<file path="config.mk">
export PLATFORM = sky130hd
export DESIGN_NAME = mem_port_arbiter_flat
export DESIGN_NICKNAME = d
export VERILOG_FILES = /design/src/rtl/mem_port_arbiter_pkg.sv /design/src/rtl/mem_port_arbiter_if.sv /design/src/rtl/mem_port_arbiter_wait_counter.sv /design/src/rtl/mem_port_arbiter.sv /design/src/flat_wrapper.sv
export SDC_FILE = /design/constraint.sdc
export NUM_CORES = 1
export LEC_CHECK = 0
export ABC_CLOCK_PERIOD_IN_PS = 1790
export CORE_ASPECT_RATIO = 0.9
export CORE_MARGIN = 3
export CORE_UTILIZATION = 40
export CTS_CLUSTER_DIAMETER = 40
export DETAILED_ROUTE_END_ITERATION = 8
export HOLD_SLACK_MARGIN = 0.12
export PLACE_DENSITY = 0.92
export SYNTH_ARGS = -nofsm -noshare
export SYNTH_HDL_FRONTEND = slang
export SYNTH_HIERARCHICAL = 1
export SYNTH_SLANG_ARGS = --single-unit
</file>
<file path="constraint.sdc">
create_clock -name clk -period 1.79 [get_ports clk]
set_clock_uncertainty 0.2 [all_clocks]
set_input_delay 0.179 -clock clk [delete_from_list [all_inputs] [get_ports clk]]
set_output_delay 0.179 -clock clk [all_outputs]
set_load 0.02 [all_outputs]
</file>
<file path="src/rtl/mem_port_arbiter_pkg.sv">
// Shared types for the unified memory-port arbiter: FSM states, requester ids,
// debug snapshot and wait-counter sizing helper.
package mem_arb_pkg;

  typedef enum logic [1:0] {
    IDLE   = 2'd0,
    ACCESS = 2'd1,
    DONE   = 2'd2
  } arb_state_t;

  typedef logic req_id_t;

  localparam req_id_t REQ_CORE = 1'b0;
  localparam req_id_t REQ_DMA  = 1'b1;

  typedef struct packed {
    arb_state_t state;
    req_id_t    winner;
    req_id_t    last_grant;
  } arb_dbg_t;

  // Counter holds values 0..latency-1; a latency of 1 still needs one bit.
  function automatic int cnt_width(input int latency);
    return (latency > 1) ? $clog2(latency) : 1;
  endfunction

endpackage

</file>
<file path="src/rtl/mem_port_arbiter_if.sv">
// Bus bundle between the two requesters, the arbiter and the memory port.
interface mem_port_arbiter_if #(
  parameter int DATA_WIDTH = 32,
  parameter int ADDR_WIDTH = 32
);

  // Handshake: a requester raises *_req with a stable payload and holds both
  // until it samples *_ack high (a one-cycle pulse); on the following edge it
  // may drop *_req or present a new payload. rdata is valid from the ack cycle.
  logic                  core_req;
  logic                  core_we;
  logic [ADDR_WIDTH-1:0] core_addr;
  logic [DATA_WIDTH-1:0] core_wdata;
  logic [DATA_WIDTH-1:0] core_rdata;
  logic                  core_ack;
  logic                  core_stall;

  logic                  dma_req;
  logic                  dma_we;
  logic [ADDR_WIDTH-1:0] dma_addr;
  logic [DATA_WIDTH-1:0] dma_wdata;
  logic [DATA_WIDTH-1:0] dma_rdata;
  logic                  dma_ack;

  logic                  mem_en;
  logic                  mem_we;
  logic [ADDR_WIDTH-1:0] mem_addr;
  logic [DATA_WIDTH-1:0] mem_wdata;
  logic [DATA_WIDTH-1:0] mem_rdata;

  modport slave (
    input  core_req, core_we, core_addr, core_wdata,
    input  dma_req, dma_we, dma_addr, dma_wdata,
    input  mem_rdata,
    output core_rdata, core_ack, core_stall,
    output dma_rdata, dma_ack,
    output mem_en, mem_we, mem_addr, mem_wdata
  );

  modport master (
    output core_req, core_we, core_addr, core_wdata,
    output dma_req, dma_we, dma_addr, dma_wdata,
    output mem_rdata,
    input  core_rdata, core_ack, core_stall,
    input  dma_rdata, dma_ack,
    input  mem_en, mem_we, mem_addr, mem_wdata
  );

endinterface

</file>
<file path="src/rtl/mem_port_arbiter_wait_counter.sv">
// Loadable down-counter timing the ACCESS phase; loads MEM_LATENCY-1 and flags zero.
module arb_wait_counter
  import mem_arb_pkg::*;
#(
  parameter int MEM_LATENCY = 2
) (
  input  logic clk,
  input  logic rst,
  input  logic load_i,
  input  logic dec_i,
  output logic zero_o
);

  localparam int CW = cnt_width(MEM_LATENCY);
  localparam logic [CW-1:0] LOAD_VAL = CW'(MEM_LATENCY - 1);

  logic [CW-1:0] count_q;
  logic [CW-1:0] count_d;

  always_comb begin
    count_d = count_q;
    if (load_i) begin
      count_d = LOAD_VAL;
    end else if (dec_i && (count_q != '0)) begin
      count_d = count_q - 1'b1;
    end
  end

  always_ff @(posedge clk) begin
    if (rst) begin
      count_q <= '0;
    end else begin
      count_q <= count_d;
    end
  end

  assign zero_o = (count_q == '0);

endmodule

</file>
<file path="src/rtl/mem_port_arbiter.sv">
// Two-requester arbiter for the core's single memory port (IDLE/ACCESS/DONE).
// Define ARB_ROUND_ROBIN_EN to alternate grants on contention; default is core priority.
module mem_port_arbiter
  import mem_arb_pkg::*;
#(
  parameter int DATA_WIDTH  = 32,
  parameter int ADDR_WIDTH  = 32,
  parameter int MEM_LATENCY = 2
) (
  input  logic                 clk,
  input  logic                 rst,
  mem_port_arbiter_if.slave    bus,
  output arb_dbg_t             dbg_o
);

  arb_state_t            state_q;
  req_id_t               winner_q;
  req_id_t               last_grant_q;
  logic                  mem_en_q;
  logic                  mem_we_q;
  logic [ADDR_WIDTH-1:0] mem_addr_q;
  logic [DATA_WIDTH-1:0] mem_wdata_q;
  logic                  core_ack_q;
  logic                  dma_ack_q;
  logic [DATA_WIDTH-1:0] core_rdata_q;
  logic [DATA_WIDTH-1:0] dma_rdata_q;

  logic                  any_req;
  req_id_t               grant_d;
  logic                  sel_we;
  logic [ADDR_WIDTH-1:0] sel_addr;
  logic [DATA_WIDTH-1:0] sel_wdata;
  logic                  cnt_zero;

  assign any_req = bus.core_req | bus.dma_req;

  always_comb begin
    grant_d = REQ_CORE;
    if (bus.core_req && bus.dma_req) begin
`ifdef ARB_ROUND_ROBIN_EN
      grant_d = (last_grant_q == REQ_CORE) ? REQ_DMA : REQ_CORE;
`else
      grant_d = REQ_CORE;
`endif
    end else if (bus.dma_req) begin
      grant_d = REQ_DMA;
    end
  end

  assign sel_we    = (grant_d == REQ_DMA) ? bus.dma_we    : bus.core_we;
  assign sel_addr  = (grant_d == REQ_DMA) ? bus.dma_addr  : bus.core_addr;
  assign sel_wdata = (grant_d == REQ_DMA) ? bus.dma_wdata : bus.core_wdata;

  arb_wait_counter #(
    .MEM_LATENCY (MEM_LATENCY)
  ) u_wait_counter (
    .clk    (clk),
    .rst    (rst),
    .load_i (state_q == IDLE && any_req),
    .dec_i  (state_q == ACCESS),
    .zero_o (cnt_zero)
  );

  always_ff @(posedge clk) begin
    if (rst) begin
      state_q      <= IDLE;
      winner_q     <= REQ_CORE;
      last_grant_q <= REQ_DMA;
      mem_en_q     <= 1'b0;
      mem_we_q     <= 1'b0;
      mem_addr_q   <= '0;
      mem_wdata_q  <= '0;
      core_ack_q   <= 1'b0;
      dma_ack_q    <= 1'b0;
      core_rdata_q <= '0;
      dma_rdata_q  <= '0;
    end else begin
      case (state_q)
        IDLE: begin
          if (any_req) begin
            state_q     <= ACCESS;
            winner_q    <= grant_d;
            mem_en_q    <= 1'b1;
            mem_we_q    <= sel_we;
            mem_addr_q  <= sel_addr;
            mem_wdata_q <= sel_wdata;
          end
        end
        ACCESS: begin
          if (cnt_zero) begin
            state_q  <= DONE;
            mem_en_q <= 1'b0;
            // Only reads touch the winner's rdata; the loser's value is never disturbed.
            if (!mem_we_q) begin
              if (winner_q == REQ_CORE) core_rdata_q <= bus.mem_rdata;
              else                      dma_rdata_q  <= bus.mem_rdata;
            end
            if (winner_q == REQ_CORE) core_ack_q <= 1'b1;
            else                      dma_ack_q  <= 1'b1;
          end
        end
        DONE: begin
          state_q      <= IDLE;
          core_ack_q   <= 1'b0;
          dma_ack_q    <= 1'b0;
          last_grant_q <= winner_q;
        end
        default: begin
          state_q <= IDLE;
        end
      endcase
    end
  end

  assign bus.mem_en     = mem_en_q;
  assign bus.mem_we     = mem_we_q;
  assign bus.mem_addr   = mem_addr_q;
  assign bus.mem_wdata  = mem_wdata_q;
  assign bus.core_ack   = core_ack_q;
  assign bus.dma_ack    = dma_ack_q;
  assign bus.core_rdata = core_rdata_q;
  assign bus.dma_rdata  = dma_rdata_q;
  assign bus.core_stall = bus.core_req & ~core_ack_q;

  assign dbg_o.state      = state_q;
  assign dbg_o.winner     = winner_q;
  assign dbg_o.last_grant = last_grant_q;

endmodule

</file>
<file path="src/flat_wrapper.sv">
// flat-port wrapper written by rule: the top's interface ports become plain ports
module mem_port_arbiter_flat import mem_arb_pkg::*;
#(
  parameter int DATA_WIDTH  = 32,
  parameter int ADDR_WIDTH  = 32,
  parameter int MEM_LATENCY = 2
)
  (clk, rst, dbg_o, bus_core_req, bus_core_we, bus_core_addr, bus_core_wdata, bus_dma_req, bus_dma_we, bus_dma_addr, bus_dma_wdata, bus_mem_rdata, bus_core_rdata, bus_core_ack, bus_core_stall, bus_dma_rdata, bus_dma_ack, bus_mem_en, bus_mem_we, bus_mem_addr, bus_mem_wdata);
  mem_port_arbiter_if #(.DATA_WIDTH(DATA_WIDTH), .ADDR_WIDTH(ADDR_WIDTH)) bus_i ();
  input  logic clk;
  input  logic rst;
  output arb_dbg_t dbg_o;
  input wire logic [$bits(bus_i.core_req)-1:0] bus_core_req;
  input wire logic [$bits(bus_i.core_we)-1:0] bus_core_we;
  input wire logic [$bits(bus_i.core_addr)-1:0] bus_core_addr;
  input wire logic [$bits(bus_i.core_wdata)-1:0] bus_core_wdata;
  input wire logic [$bits(bus_i.dma_req)-1:0] bus_dma_req;
  input wire logic [$bits(bus_i.dma_we)-1:0] bus_dma_we;
  input wire logic [$bits(bus_i.dma_addr)-1:0] bus_dma_addr;
  input wire logic [$bits(bus_i.dma_wdata)-1:0] bus_dma_wdata;
  input wire logic [$bits(bus_i.mem_rdata)-1:0] bus_mem_rdata;
  output wire logic [$bits(bus_i.core_rdata)-1:0] bus_core_rdata;
  output wire logic [$bits(bus_i.core_ack)-1:0] bus_core_ack;
  output wire logic [$bits(bus_i.core_stall)-1:0] bus_core_stall;
  output wire logic [$bits(bus_i.dma_rdata)-1:0] bus_dma_rdata;
  output wire logic [$bits(bus_i.dma_ack)-1:0] bus_dma_ack;
  output wire logic [$bits(bus_i.mem_en)-1:0] bus_mem_en;
  output wire logic [$bits(bus_i.mem_we)-1:0] bus_mem_we;
  output wire logic [$bits(bus_i.mem_addr)-1:0] bus_mem_addr;
  output wire logic [$bits(bus_i.mem_wdata)-1:0] bus_mem_wdata;
  assign bus_i.core_req = bus_core_req;
  assign bus_i.core_we = bus_core_we;
  assign bus_i.core_addr = bus_core_addr;
  assign bus_i.core_wdata = bus_core_wdata;
  assign bus_i.dma_req = bus_dma_req;
  assign bus_i.dma_we = bus_dma_we;
  assign bus_i.dma_addr = bus_dma_addr;
  assign bus_i.dma_wdata = bus_dma_wdata;
  assign bus_i.mem_rdata = bus_mem_rdata;
  assign bus_core_rdata = bus_i.core_rdata;
  assign bus_core_ack = bus_i.core_ack;
  assign bus_core_stall = bus_i.core_stall;
  assign bus_dma_rdata = bus_i.dma_rdata;
  assign bus_dma_ack = bus_i.dma_ack;
  assign bus_mem_en = bus_i.mem_en;
  assign bus_mem_we = bus_i.mem_we;
  assign bus_mem_addr = bus_i.mem_addr;
  assign bus_mem_wdata = bus_i.mem_wdata;
  mem_port_arbiter #(.DATA_WIDTH(DATA_WIDTH), .ADDR_WIDTH(ADDR_WIDTH), .MEM_LATENCY(MEM_LATENCY)) u_core (.clk(clk), .rst(rst), .bus(bus_i), .dbg_o(dbg_o));
endmodule
</file>
Word level (Yosys, flattened, before mapping)
Index checks and enable logic that the tools add are counted.
{"block": "word_totals", "reg_bits": 137, "elab_cells": 58}
{"block": "classes", "n_addsub": 1, "n_eq_ne": 6, "n_mux": 19, "bitwise": 6, "n_reduce_logical": 14}
{"operator": "$mux W32", "n": 2}
{"operator": "$mux W1", "n": 11}
{"operator": "$reduce_and A3 Y1", "n": 3}
{"operator": "$reduce_and A4 Y1", "n": 2}
{"operator": "$pmux W1 S2", "n": 3}
{"operator": "$reduce_bool A2 Y1", "n": 3}
{"operator": "$mux W2", "n": 2}
{"operator": "$ne A2 B1 Y1 const B", "n": 2}
{"operator": "$ne A2 B2 Y1 const B", "n": 2}
{"operator": "$not A1 Y1", "n": 4}
{"operator": "$pmux W2 S2", "n": 1}
{"operator": "$reduce_and A2 Y1", "n": 2}
{"operator": "$logic_and A1 B1 Y1", "n": 3}
{"operator": "$eq A2 B1 Y1 const B", "n": 1}
{"operator": "$eq A2 B2 Y1 const B", "n": 1}
{"operator": "$logic_not A2 Y1", "n": 1}
{"operator": "$and A1 B1 Y1", "n": 1}
{"operator": "$or A1 B1 Y1", "n": 1}
{"operator": "$sub A1 B1 Y1 const B", "n": 1}

Longest topological paths before layout
{"block": "depth", "depth_word": 4, "ltp_mapped": 7, "ltp_nobuf": 5}

Hierarchy
The synthesis kept the hierarchy.
{"mod": "mem_port_arbiter", "instances": 1, "cells_each": 648, "area_each_um2": 5808.1, "seq_area_each_um2": 2722.6}
{"mod": "arb_wait_counter", "instances": 1, "cells_each": 5, "area_each_um2": 42.5, "seq_area_each_um2": 20.0}

Least setup slack after synthesis
Ideal clock, no wire load.
{"block": "synth_timing", "kind": "register to register", "startpoint": "register u_core.state_q[0]", "endpoint": "register u_core.dma_rdata_q[10], in the netlist u_core/bus.dma_rdata[10]", "arrival_ns": 1.527, "path_slack_ns": -0.057, "stages_incl_launch_ff": 7, "n_path_buf": 3, "synth_period_minus_slack_ns": 1.847, "cell_sequence": "dfxtp_1 > buf_4 > nand2_2 > or4b_1 > buf_2 > buf_6 > mux2i_1"}
{"block": "synth_via", "elab_chain_len": 2}
{"item": "start, declared", "line": "mem_port_arbiter.sv:16", "rtl": "arb_state_t state_q;"}
{"item": "start signal, assigned", "line": "mem_port_arbiter.sv:66", "rtl": "state_q <= IDLE;"}
{"item": "start signal, assigned", "line": "mem_port_arbiter.sv:81", "rtl": "state_q <= ACCESS;"}
{"item": "start signal, assigned", "line": "mem_port_arbiter.sv:91", "rtl": "state_q <= DONE;"}
{"item": "$eq A2 B1 Y1", "line": "mem_port_arbiter.sv:78", "rtl": "case (state_q)"}
{"item": "$reduce_and A4 Y1 (no source line)"}
{"item": "end signal, assigned", "line": "mem_port_arbiter.sv:96", "rtl": "else dma_rdata_q <= bus.mem_rdata;"}
{"item": "end, declared", "line": "mem_port_arbiter.sv:26", "rtl": "logic [DATA_WIDTH-1:0] dma_rdata_q;"}
No other way between the ends.
A chain may end at the register's enable or synchronous reset.

Worst setup path after layout
{"block": "layout_timing", "startpoint": "register u_core.mem_addr_q[15], in the netlist u_core/bus.mem_addr[15]", "endpoint": "output bus_mem_addr[15]"}
{"item": "start, declared", "line": "mem_port_arbiter.sv:21", "rtl": "logic [ADDR_WIDTH-1:0] mem_addr_q;"}
{"item": "start signal, assigned", "line": "mem_port_arbiter.sv:85", "rtl": "mem_addr_q <= sel_addr;"}
{"item": "end, declared", "line": "flat_wrapper.sv:29", "rtl": "output wire logic [$bits(bus_i.mem_addr)-1:0] bus_mem_addr;"}
No word-level cell between the ends.

==> impl_metrics.json <==
{
  "run_status": "finished, final reports clean",
  "timing.critical_path.slowest_stage_cell": "sky130_fd_sc_hd__clkdlybuf4s50_1",
  "number_of_distinct_library_cells_after_synthesis": 25,
  "critPathLaunch": "u_core/bus.mem_addr[15]",
  "p_clk_share_pct": 39.6,
  "sequentialPowerShare_pct": 36.7,
  "yosysTopAreaCellShare_pct": 46.9,
  "cts.root.buffer_cell": "sky130_fd_sc_hd__clkbuf_16",
  "fillCellCount": 971,
  "via_count": 6055,
  "synth_nets": 819,
  "worst_setup_path_start_kind": "flop",
  "worstReg2RegEnd": "u_core/bus.core_rdata[16]",
  "r2r_slack_ns": 0.09,
  "combinationalPowerShare_pct": 23.7,
  "post-route-period-util_pct": 98.4,
  "die_h_um": 121,
  "detailedRoute.firstPassIterationCount": 5,
  "postLayoutSetupSlackWorst_ns": 0.0279,
  "max-clock-path-buffers": 2,
  "cellInternalPower_mw": 6.90,
  "cts_max_level": 4,
  "layout.nets": 1107,
  "ys_ff_latch": 137,
  "met3_length_um": 1620,
  "place_congestion": 0.882,
  "total_switching_power_mw": 2.51,
  "ioPinCount": 303,
  "cts_inserted_buffers": 17,
  "global_route.overflow_total": 0,
  "insertion_delay_ns": 0.41,
  "vdd.ir_drop.worst_v": 0.000643,
  "setup.worst_path.end_class": "output pin",
  "worstPathCellList": "clkdlybuf4s50_1",
  "areaGrowthSynthToFinish_pct": 70.2,
  "worst_flop_to_flop_path_startpoint": "u_core/state_q[1]",
  "period_needed_ns": 1.76,
  "final_hold_viol_count": 0,
  "die_area_sq_um": 16100,
  "drt_drc_violations_left": 0,
  "initial_core_util_pct": 41.3,
  "fp-row-count": 41,
  "route.detailed.vias_per_inst": 5.28,
  "syn_avg_cell_area_sq_um": 8.96,
  "relSlewSlack_pct": 76.0,
  "synth_area_sq_um": 5850,
  "netlist_top_cells_area": "sky130_fd_sc_hd__dfxtp_1 (47%), sky130_fd_sc_hd__mux2i_1 (11%), sky130_fd_sc_hd__nand2b_1 (11%)",
  "vias_in_the_first_global_route": 5964,
  "global_route.usage.total_pct": 24.4,
  "met2WireLength_um": 10400,
  "cellLeakagePower_nw": 4.46,
  "maximum_number_of_pins_on_one_net_before_global_route_repair": 61,
  "topmost_layer_with_routed_signal_wires": "met4",
  "wl_um": 20600,
  "clock_sinks": 137,
  "synth.yosys.warnings": 6,
  "min_path_type": "in -> reg",
  "coreArea_sq_um": 14200,
  "pre_cts_slack_ns": -0.133,
  "fmaxAchievable_mhz": 568,
  "tritoncts": "built",
  "wire_per_inst_um": 18.0,
  "cp_data_required_time_ns": 1.41,
  "timing.critical_path.buf_inv": 1,
  "grt_antenna_before_repair": 0,
  "dp_hpwl_um": 14200,
  "synth_area_leader_cell": "sky130_fd_sc_hd__dfxtp_1",
  "max_stage_delay_ns": 0.65,
  "drv_slew": 0,
  "final-setup-viol-count": 0,
  "grt_pass1_wl_um": 31600,
  "holdWs_ns": 0.139,
  "setup-tns-final_ns": 0,
  "die_width_um": 133,
  "route.layer.met1.wl_um": 7900,
  "timing.critical_path.fanout_max": 2,
  "power_per_cell_area_nw_per_um2": 946,
  "finish.utilization_pct": 70.3,
  "worstSetupPathDepth": 1,
  "power.share.switching_pct": 26.7,
  "route.antenna.remaining_nets": 0,
  "port-buffer-count": 302,
  "crit_end": "bus_mem_addr[15]",
  "measured_slew_at_the_worst_slew_check_pin_ns": 0.358,
  "drive_gt1_share_pct": 7.25,
  "worst_setup_hold_path_clk_slew_ns": 0.06,
  "drt_iter0_markers": 305,
  "synthesized_instance_count": 653,
  "timing.critical_path.arrival_ns": 1.38,
  "critPathKind": "reg -> out",
  "max_cap_viol_count": 0,
  "ff2ff_path_depth": 4,
  "critical_path.top_delay_family": "buffers and inverters",
  "yosysSeqAreaShare_pct": 46.9
}
-- synthesized netlist by cell type --
master                     instances
sky130_fd_sc_hd__inv_1             3
sky130_fd_sc_hd__a21oi_1          70
sky130_fd_sc_hd__nor2_1            2
sky130_fd_sc_hd__or3_1             1
sky130_fd_sc_hd__nand2b_1         99
sky130_fd_sc_hd__nand4_1           1
sky130_fd_sc_hd__nor2b_1           3
sky130_fd_sc_hd__mux2i_1          64
sky130_fd_sc_hd__buf_6             3
sky130_fd_sc_hd__nor4_2            1
sky130_fd_sc_hd__or4b_1            1
sky130_fd_sc_hd__a311oi_1         65
sky130_fd_sc_hd__nand3b_1          3
sky130_fd_sc_hd__nand2_1         132
sky130_fd_sc_hd__o21ai_0           3
sky130_fd_sc_hd__nand2_2           1
sky130_fd_sc_hd__or2_1             1
sky130_fd_sc_hd__buf_1             5
sky130_fd_sc_hd__dfxtp_1         137
sky130_fd_sc_hd__clkbuf_1         36
sky130_fd_sc_hd__a21oi_2           1
sky130_fd_sc_hd__a211oi_1          1
sky130_fd_sc_hd__buf_2            16
sky130_fd_sc_hd__inv_2             1
sky130_fd_sc_hd__buf_4             3
-- layout by cell type, fill, tap and decap left out, types with 2 or more instances in the layout --
cell	Yosys	layout
sky130_fd_sc_hd__nand2_1	132	132
sky130_fd_sc_hd__clkbuf_16	0	17
sky130_fd_sc_hd__mux2i_1	64	63
sky130_fd_sc_hd__a311oi_1	65	65
sky130_fd_sc_hd__dlygate4sd3_1	0	2
sky130_fd_sc_hd__clkdlybuf4s50_1	0	252
sky130_fd_sc_hd__o21ai_0	3	3
sky130_fd_sc_hd__nor2b_1	3	2
sky130_fd_sc_hd__bufinv_16	0	4
sky130_fd_sc_hd__clkbuf_1	36	2
sky130_fd_sc_hd__dlygate4sd2_1	0	13
sky130_fd_sc_hd__a21oi_1	70	70
sky130_fd_sc_hd__buf_4	3	17
sky130_fd_sc_hd__inv_1	3	3
sky130_fd_sc_hd__clkbuf_8	0	4
sky130_fd_sc_hd__clkinvlp_4	0	2
sky130_fd_sc_hd__nand2b_1	99	98
sky130_fd_sc_hd__dfxtp_1	137	136
sky130_fd_sc_hd__nand3b_1	3	3
sky130_fd_sc_hd__buf_12	0	12
sky130_fd_sc_hd__dlymetal6s2s_1	0	35
-- stage by stage --
| step | total power, mW | instances | instance area (sq um) |
|---|---|---|---|
| 2_1_floorplan | 4.55 | 653 | 5850 |
| 3_3_place_gp | 5.70 | 1112 | 9200 |
| 3_5_place_dp | 5.75 | 1112 | 9200 |
| 4_1_cts | 9.47 | 1145 | 9870 |
| 5_1_grt | 9.77 | 1145 | 9950 |
| 6_report | 9.42 | 1146 | 9960 |
-- cell families after synthesis --
group	synth area share (%)
multiplexers	10.9
flip-flops	46.9
buffers and inverters	5.22
AO/OA/AOI/OAI	16.3
AND/OR/NAND/NOR	20.7
-- power by group through the flow --
stage                     clock [mW]  combinational (mW)  sequential [mW]
after floorplan                    0               0.729             3.82
after global placement             0                2.20             3.51
after detailed placement           0                2.24             3.51
after CTS                       3.77                2.24             3.45
after global routing            3.93                2.36             3.49
final                           3.73                2.23             3.46
-- sequential cells by signal, summed over array words and instances (netlist names), 2 cells and up --
name,cells
u_core/bus.mem_addr,32
u_core/bus.mem_wdata,32
u_core/state_q,2
u_core/bus.dma_rdata,32
u_core/bus.core_rdata,32
-- worst min path at each step --
stage	from	endpoint	slack, ns	cells after the start
6_report	bus_core_addr[30]	u_core/bus.mem_addr[30]	0.14	3
2_1_floorplan	rst	u_core/u_wait_counter/count_q	0.04	1
3_5_place_dp	u_core/bus.mem_en	u_core/bus.mem_en	0.25	2
3_3_place_gp	u_core/bus.mem_en	u_core/bus.mem_en	0.24	2
4_1_cts	bus_core_addr[30]	u_core/bus.mem_addr[30]	0.12	3
5_1_grt	bus_dma_wdata[10]	u_core/bus.mem_wdata[10]	0.14	3
-- what timing repair did --
action / in CTS / in global routing
setup buffers: 0 / 0
cloned: 1 / 0
endpoints found under the hold margin: 16 / 0
hold buffers: 2 / 0
endpoints found under the setup margin: 45 / 51
gates resized for setup: 14 / 37
-- layer usage --
layer / vias up / global-route usage (%)
met4: 0 / 10.5
met5: - / 0
met3: 44 / 7.53
met1: 2868 / 27.4
li1: 2844 / -
met2: 299 / 42.9
-- final cells by class --
class | count | area (sq um) | area share [%]
antenna | 1 | 2.50 | 0.0251
clock buffer | 23 | 488 | 4.90
clock inverter | 7 | 140 | 1.41
inverter | 4 | 15.0 | 0.151
multi-input combinational | 449 | 2840 | 28.5
sequential | 137 | 2740 | 27.6
tap | 193 | 241 | 2.43
timing repair buffer | 332 | 3490 | 35.0
Power figures use the tool's default switching activity.
